--- config.mk ---
export PLATFORM = sky130hd
export DESIGN_NAME = xp_switch_alloc
export DESIGN_NICKNAME = d
export VERILOG_FILES = /design/src/rtl/coh_noc_pkg.sv /design/src/rtl/xp_rr_arbiter.sv /design/src/rtl/xp_switch_alloc.sv
export SDC_FILE = /design/constraint.sdc
export NUM_CORES = 1
export LEC_CHECK = 0
export BUFFER_PORTS_ARGS = -buffer_cell sky130_fd_sc_hd__buf_4
export CAP_MARGIN = 20
export CORE_MARGIN = 1.5
export CORE_UTILIZATION = 40
export CTS_CLUSTER_SIZE = 16
export DETAILED_ROUTE_END_ITERATION = 6
export PLACE_DENSITY = 0.62
export SKIP_LAST_GASP = 1
export SLEW_MARGIN = 5
export SYNTH_ARGS = -nofsm -noshare
export SYNTH_HDL_FRONTEND = slang
export SYNTH_SLANG_ARGS = --single-unit
export TNS_END_PERCENT = 5
--- constraint.sdc ---
create_clock -name clk_i -period 6.06 [get_ports clk_i]
set_input_delay 0.909 -clock clk_i [delete_from_list [all_inputs] [get_ports clk_i]]
set_output_delay 0.909 -clock clk_i [all_outputs]
set_load 0.02 [all_outputs]
--- src/rtl/coh_noc_pkg.sv ---
// Shared NoC definitions: port numbering used by route computation and switch allocation.
package coh_noc_pkg;

    localparam int unsigned NUM_PORTS = 5;
    localparam int unsigned PORT_W    = 3;

    typedef enum logic [PORT_W-1:0] {
        NORTH = 3'd0,
        SOUTH = 3'd1,
        EAST  = 3'd2,
        WEST  = 3'd3,
        LOCAL = 3'd4
    } port_e;

    // Successor port index, wrapping after LOCAL.
    function automatic logic [PORT_W-1:0] port_inc(input logic [PORT_W-1:0] p);
        return (p >= PORT_W'(NUM_PORTS - 1)) ? '0 : p + PORT_W'(1);
    endfunction

endpackage

--- src/rtl/xp_rr_arbiter.sv ---
// Five-request round-robin arbiter: search starts at ptr_i and wraps; one-hot grant out.
module xp_rr_arbiter
    import coh_noc_pkg::*;
(
    input  logic [NUM_PORTS-1:0] req_i,
    input  logic [PORT_W-1:0]    ptr_i,
    output logic [NUM_PORTS-1:0] gnt_o
);

    logic [PORT_W-1:0] idx;
    logic              found;

    always_comb begin
        gnt_o = '0;
        found = 1'b0;
        // An out-of-range pointer is treated as 0 so the search always covers all inputs.
        idx   = (ptr_i < PORT_W'(NUM_PORTS)) ? ptr_i : '0;
        for (int unsigned k = 0; k < NUM_PORTS; k++) begin
            if (!found && req_i[idx]) begin
                gnt_o[idx] = 1'b1;
                found      = 1'b1;
            end
            idx = port_inc(idx);
        end
    end

endmodule

--- src/rtl/xp_switch_alloc.sv ---
// Switch allocator: per-output round-robin over routed requests with credit flow control,
// same-cycle grants to inputs and registered crossbar selects.
module xp_switch_alloc
    import coh_noc_pkg::*;
#(
    parameter int unsigned BUF_DEPTH = 4
) (
    input  logic                          clk_i,
    input  logic                          rst_ni,
    input  logic [NUM_PORTS-1:0]          req_valid_i,
    input  logic [NUM_PORTS*PORT_W-1:0]   req_port_i,
    input  logic [NUM_PORTS-1:0]          credit_ret_i,
    output logic [NUM_PORTS-1:0]          gnt_o,
    output logic [NUM_PORTS-1:0]          sel_valid_o,
    output logic [NUM_PORTS*PORT_W-1:0]   sel_in_o,
    output logic [NUM_PORTS-1:0]          credit_avail_o,
    output logic                          err_bad_port_o,
    output logic                          err_credit_ovf_o
);

    localparam int unsigned      CRD_W   = 4;
    localparam logic [CRD_W-1:0] CrdInit = CRD_W'(BUF_DEPTH);

    logic [NUM_PORTS-1:0][CRD_W-1:0]     crd_q, crd_d;
    logic [NUM_PORTS-1:0][PORT_W-1:0]    rr_q, rr_d;
    logic [NUM_PORTS-1:0]                sel_valid_q, sel_valid_d;
    logic [NUM_PORTS*PORT_W-1:0]         sel_in_q, sel_in_d;
    logic                                bad_port_q, bad_port_d;
    logic                                ovf_q, ovf_d;

    // elig[o] / gnt_oh[o] are indexed by output, bit i by input.
    logic [NUM_PORTS-1:0][NUM_PORTS-1:0] elig;
    logic [NUM_PORTS-1:0][NUM_PORTS-1:0] gnt_oh;
    logic [NUM_PORTS-1:0]                out_gnt;
    logic [NUM_PORTS-1:0][PORT_W-1:0]    gnt_idx;

    always_comb begin
        elig = '0;
        for (int unsigned o = 0; o < NUM_PORTS; o++) begin
            for (int unsigned i = 0; i < NUM_PORTS; i++) begin
                elig[o][i] = req_valid_i[i] &&
                             (req_port_i[PORT_W*i +: PORT_W] == PORT_W'(o)) &&
                             (crd_q[o] != '0);
            end
        end
    end

    for (genvar g = 0; g < NUM_PORTS; g++) begin : gen_arb
        xp_rr_arbiter u_arb (
            .req_i (elig[g]),
            .ptr_i (rr_q[g]),
            .gnt_o (gnt_oh[g])
        );
    end

    always_comb begin
        gnt_o   = '0;
        out_gnt = '0;
        gnt_idx = '0;
        for (int unsigned o = 0; o < NUM_PORTS; o++) begin
            out_gnt[o] = |gnt_oh[o];
            for (int unsigned i = 0; i < NUM_PORTS; i++) begin
                if (gnt_oh[o][i]) begin
                    gnt_o[i]   = 1'b1;
                    gnt_idx[o] = PORT_W'(i);
                end
            end
        end
        // Inputs must not dequeue while the allocator is held in reset.
        gnt_o = gnt_o & {NUM_PORTS{rst_ni}};
    end

    always_comb begin
        crd_d       = crd_q;
        rr_d        = rr_q;
        sel_valid_d = '0;
        sel_in_d    = sel_in_q;
        ovf_d       = ovf_q;
        bad_port_d  = 1'b0;
        for (int unsigned o = 0; o < NUM_PORTS; o++) begin
            if (out_gnt[o]) begin
                rr_d[o]                       = port_inc(gnt_idx[o]);
                sel_valid_d[o]                = 1'b1;
                sel_in_d[PORT_W*o +: PORT_W]  = gnt_idx[o];
            end
            unique case ({out_gnt[o], credit_ret_i[o]})
                2'b10: crd_d[o] = crd_q[o] - CRD_W'(1);
                2'b01: begin
                    if (crd_q[o] == CrdInit) ovf_d = 1'b1;
                    else                     crd_d[o] = crd_q[o] + CRD_W'(1);
                end
                default: crd_d[o] = crd_q[o];
            endcase
        end
        for (int unsigned i = 0; i < NUM_PORTS; i++) begin
            if (req_valid_i[i] && (req_port_i[PORT_W*i +: PORT_W] > PORT_W'(NUM_PORTS - 1))) begin
                bad_port_d = 1'b1;
            end
        end
    end

    always_ff @(posedge clk_i or negedge rst_ni) begin
        if (!rst_ni) begin
            for (int unsigned o = 0; o < NUM_PORTS; o++) begin
                crd_q[o] <= CrdInit;
            end
            rr_q        <= '0;
            sel_valid_q <= '0;
            sel_in_q    <= '0;
            bad_port_q  <= 1'b0;
            ovf_q       <= 1'b0;
        end else begin
            crd_q       <= crd_d;
            rr_q        <= rr_d;
            sel_valid_q <= sel_valid_d;
            sel_in_q    <= sel_in_d;
            bad_port_q  <= bad_port_d;
            ovf_q       <= ovf_d;
        end
    end

    always_comb begin
        credit_avail_o = '0;
        for (int unsigned o = 0; o < NUM_PORTS; o++) begin
            credit_avail_o[o] = (crd_q[o] != '0);
        end
    end

    assign sel_valid_o      = sel_valid_q;
    assign sel_in_o         = sel_in_q;
    assign err_bad_port_o   = bad_port_q;
    assign err_credit_ovf_o = ovf_q;

endmodule

==> results.toml <==
[worst_setup_path]
critPathArrivalTime_ps = 4810
end_kind = "output pin"
crit_type = "reg -> out"
start_kind = "register"
path_max_fanout = 16
required_ps = 5150

[yosys]
yosysUniqueCellTypes = 110
synthArstFlopShare_pct = 100
synth_edf_count = 0
ys.flop_type = "dfrtp_1"
synthesis.area_um2 = 7690
synth-seq-area-share_pct = 18.6
yosysWarningCount = 0
synthCells = 976
syn_avg_cell_area_um2 = 7.88
synth_nets = 1043
ys_ff_latch = 57

[floorplanning]
die_area_um2 = 20100
io_pins = 59
chipWidth_um = 142
core_um2 = 18800
rows = 50
start_util_pct = 41.0
die_h_um = 142

[finish]
finish.instance_area_um2 = 8640
area_growth_pct = 12.3
drive_above_1_share_pct = 17.3
finalNetCount = 1083
antennaDiodeCount = 0

[clock_network]
hold_buffers = 0
clkTransAtPathRegs_ps = 60
cts_root_buf = "clkbuf_16"
insertion_delay_ps = 350
cts_tree = "yes"
numCtsBuffers = 9
cts.sinks = 57
htree_levels = 3
clk_path_buf_depth = 2

[flow_run]
max-cap-violations = 0

[sta]
fin_crit_sh_pct = 94.4
max_slew_margin_pct = 44.6
worstMarginPinSlew_ps = 831
finalSetupViolCount = 0
worst_slack_ps = 338
min_period_ps = 5720
hold_violations = 0
fin_skew_ps = 14.1
rsz0062_at_grt = "no"
drv_slew = 0
fmax_mhz = 175
setup_tns_ps = 0

[routing]
drc = 0
drt_pre_antenna_iters = 6
drt_iter0_markers = 1063
wl_per_cell_um = 19.3
ant_nets = 0
vias = 8151
post_drt_via_cell_ratio = 6.49
routed_wl_um = 24200

[global_route]
gr-total-overflow = 0
grtUsageTotal_pct = 24.0
grt_pass1_vias = 7539
antenna_found_initial = 0
grt_pass1_wl_um = 39000
grt_max_degree = 60

[worst_hold_path]
hold_class = "reg -> reg"

[outcome]
outcome = "completed"

[placement]
io_buffers = 58
hpwl_um = 18100
place_ws_ps = 633
place_congestion = 0.967
place_area_um2 = 8310
[final timing paths]
kind | start | to | slack (ps) | cells after the start
worst max-delay path | rr_q[8]$_DFFE_PN0P_ | gnt_o[2] | 340 | 14
worst min-delay path | sel_in_o[12]$_DFFE_PN0P_ | sel_in_o[12]$_DFFE_PN0P_ | 480 | 1
worst max register to register | rr_q[8]$_DFFE_PN0P_ | crd_q[11]$_DFFE_PN0P_ | 510 | 21
worst min register to register | sel_in_o[12]$_DFFE_PN0P_ | sel_in_o[12]$_DFFE_PN0P_ | 480 | 1
max in group asynchronous | rst_ni | rr_q[0]$_DFFE_PN0P_ | 4820 | 1
min in group asynchronous | rst_ni | sel_in_o[5]$_DFFE_PN0P_ | 630 | 1
[sequential cells by signal, indices dropped and copies added, names as in the netlist]
register / cells
crd_q: 20
sel_in_o: 15
sel_valid_o: 5
rr_q: 15
err_bad_port_o: 1
err_credit_ovf_o: 1
[cells in the mapped netlist, drive strengths merged, types with 22 or more instances]
master	n	area [um^2]
o21ai	57	285
nand2	97	364
nand3	27	135
mux2i	22	220
ha	35	438
inv	51	191
buf	24	140
clkbuf	25	95.1
dfrtp	52	1300
nor2	69	267
nor3	44	236
a21oi	48	255
[layout make-up]
class | instances | area [um^2]
Timing Repair Buffer | 78 | 586
Inverter | 53 | 199
Clock inverter | 3 | 40.0
Fill cell | 1885 | 10100
Multi-Input combinational cell | 817 | 5820
Sequential cell | 57 | 1430
Tap cell | 234 | 293
Clock buffer | 13 | 260
[critical path, stage by stage (launching register included)]
cell      delay, ps
dfrtp_1         620
nand2b_1        420
inv_2           130
ha_1            230
ha_1            280
nand2b_1        290
a211oi_1        430
nor4_1          120
o31ai_2         290
nand3_1         120
nor4b_2         480
a221o_1         360
nor3_1          140
a31oi_1         340
buf_4           210
[placed cells by master (no fill, tap or decap), types with 10 or more instances in the layout]
cell      instances
a211oi_1         13
a21o_1           19
a21oi_1          46
a22oi_1          12
a31oi_1          14
and3_1           11
buf_4            78
dfrtp_1          51
ha_1             35
inv_1            39
inv_2            12
mux2i_1          22
nand2_1          97
nand2b_1         19
nand3_1          27
nand4_1          16
nor2_1           68
nor2b_1          10
nor3_1           42
nor3b_1          10
nor4_1           14
o211ai_1         12
o21a_1           14
o21ai_0          48
o31ai_1          17
or3_1            11
xnor2_1          10
[through the flow]
step / util (%) / hold slack, ps / cells
final: 46.0 / 482 / 1255
after global routing: 46.0 / 506 / 1255
after CTS: 45.9 / 484 / 1252
after detailed placement: 44.3 / 469 / 1236
after global placement: 44.3 / 464 / 1236
after floorplan: - / 466 / 976
[kinds of logic after synthesis]
kind of cell	Yosys count	synth area share (%)
simple gates	419	33.1
compound gates	315	30.0
buf+inv	102	5.64
flops	57	18.6
fa+ha+maj	40	7.00
mux	31	4.18
xor+xnor	12	1.37
[what timing repair did]
action / in CTS / in global routing
setup endpoints to repair: 0 / 1
gates resized for setup: 0 / 1
setup buffers: 0 / 3
[layer usage]
| metal | share of wire [%] | track usage, % | routed length (um) | vias to the layer above |
|---|---|---|---|---|
| met3 | 9.7 | 6.95 | 2340 | 52 |
| met5 | 0 | 0 | 0 | - |
| met2 | 45 | 37.1 | 10800 | 435 |
| li1 | - | - | - | 3847 |
| met4 | 2.1 | 6.73 | 500 | 0 |
| met1 | 44 | 32.6 | 10600 | 3817 |
Power is left out: the tool's default activity adds up to more than one toggle a clock period on the data nets, which glitch-free logic cannot reach.
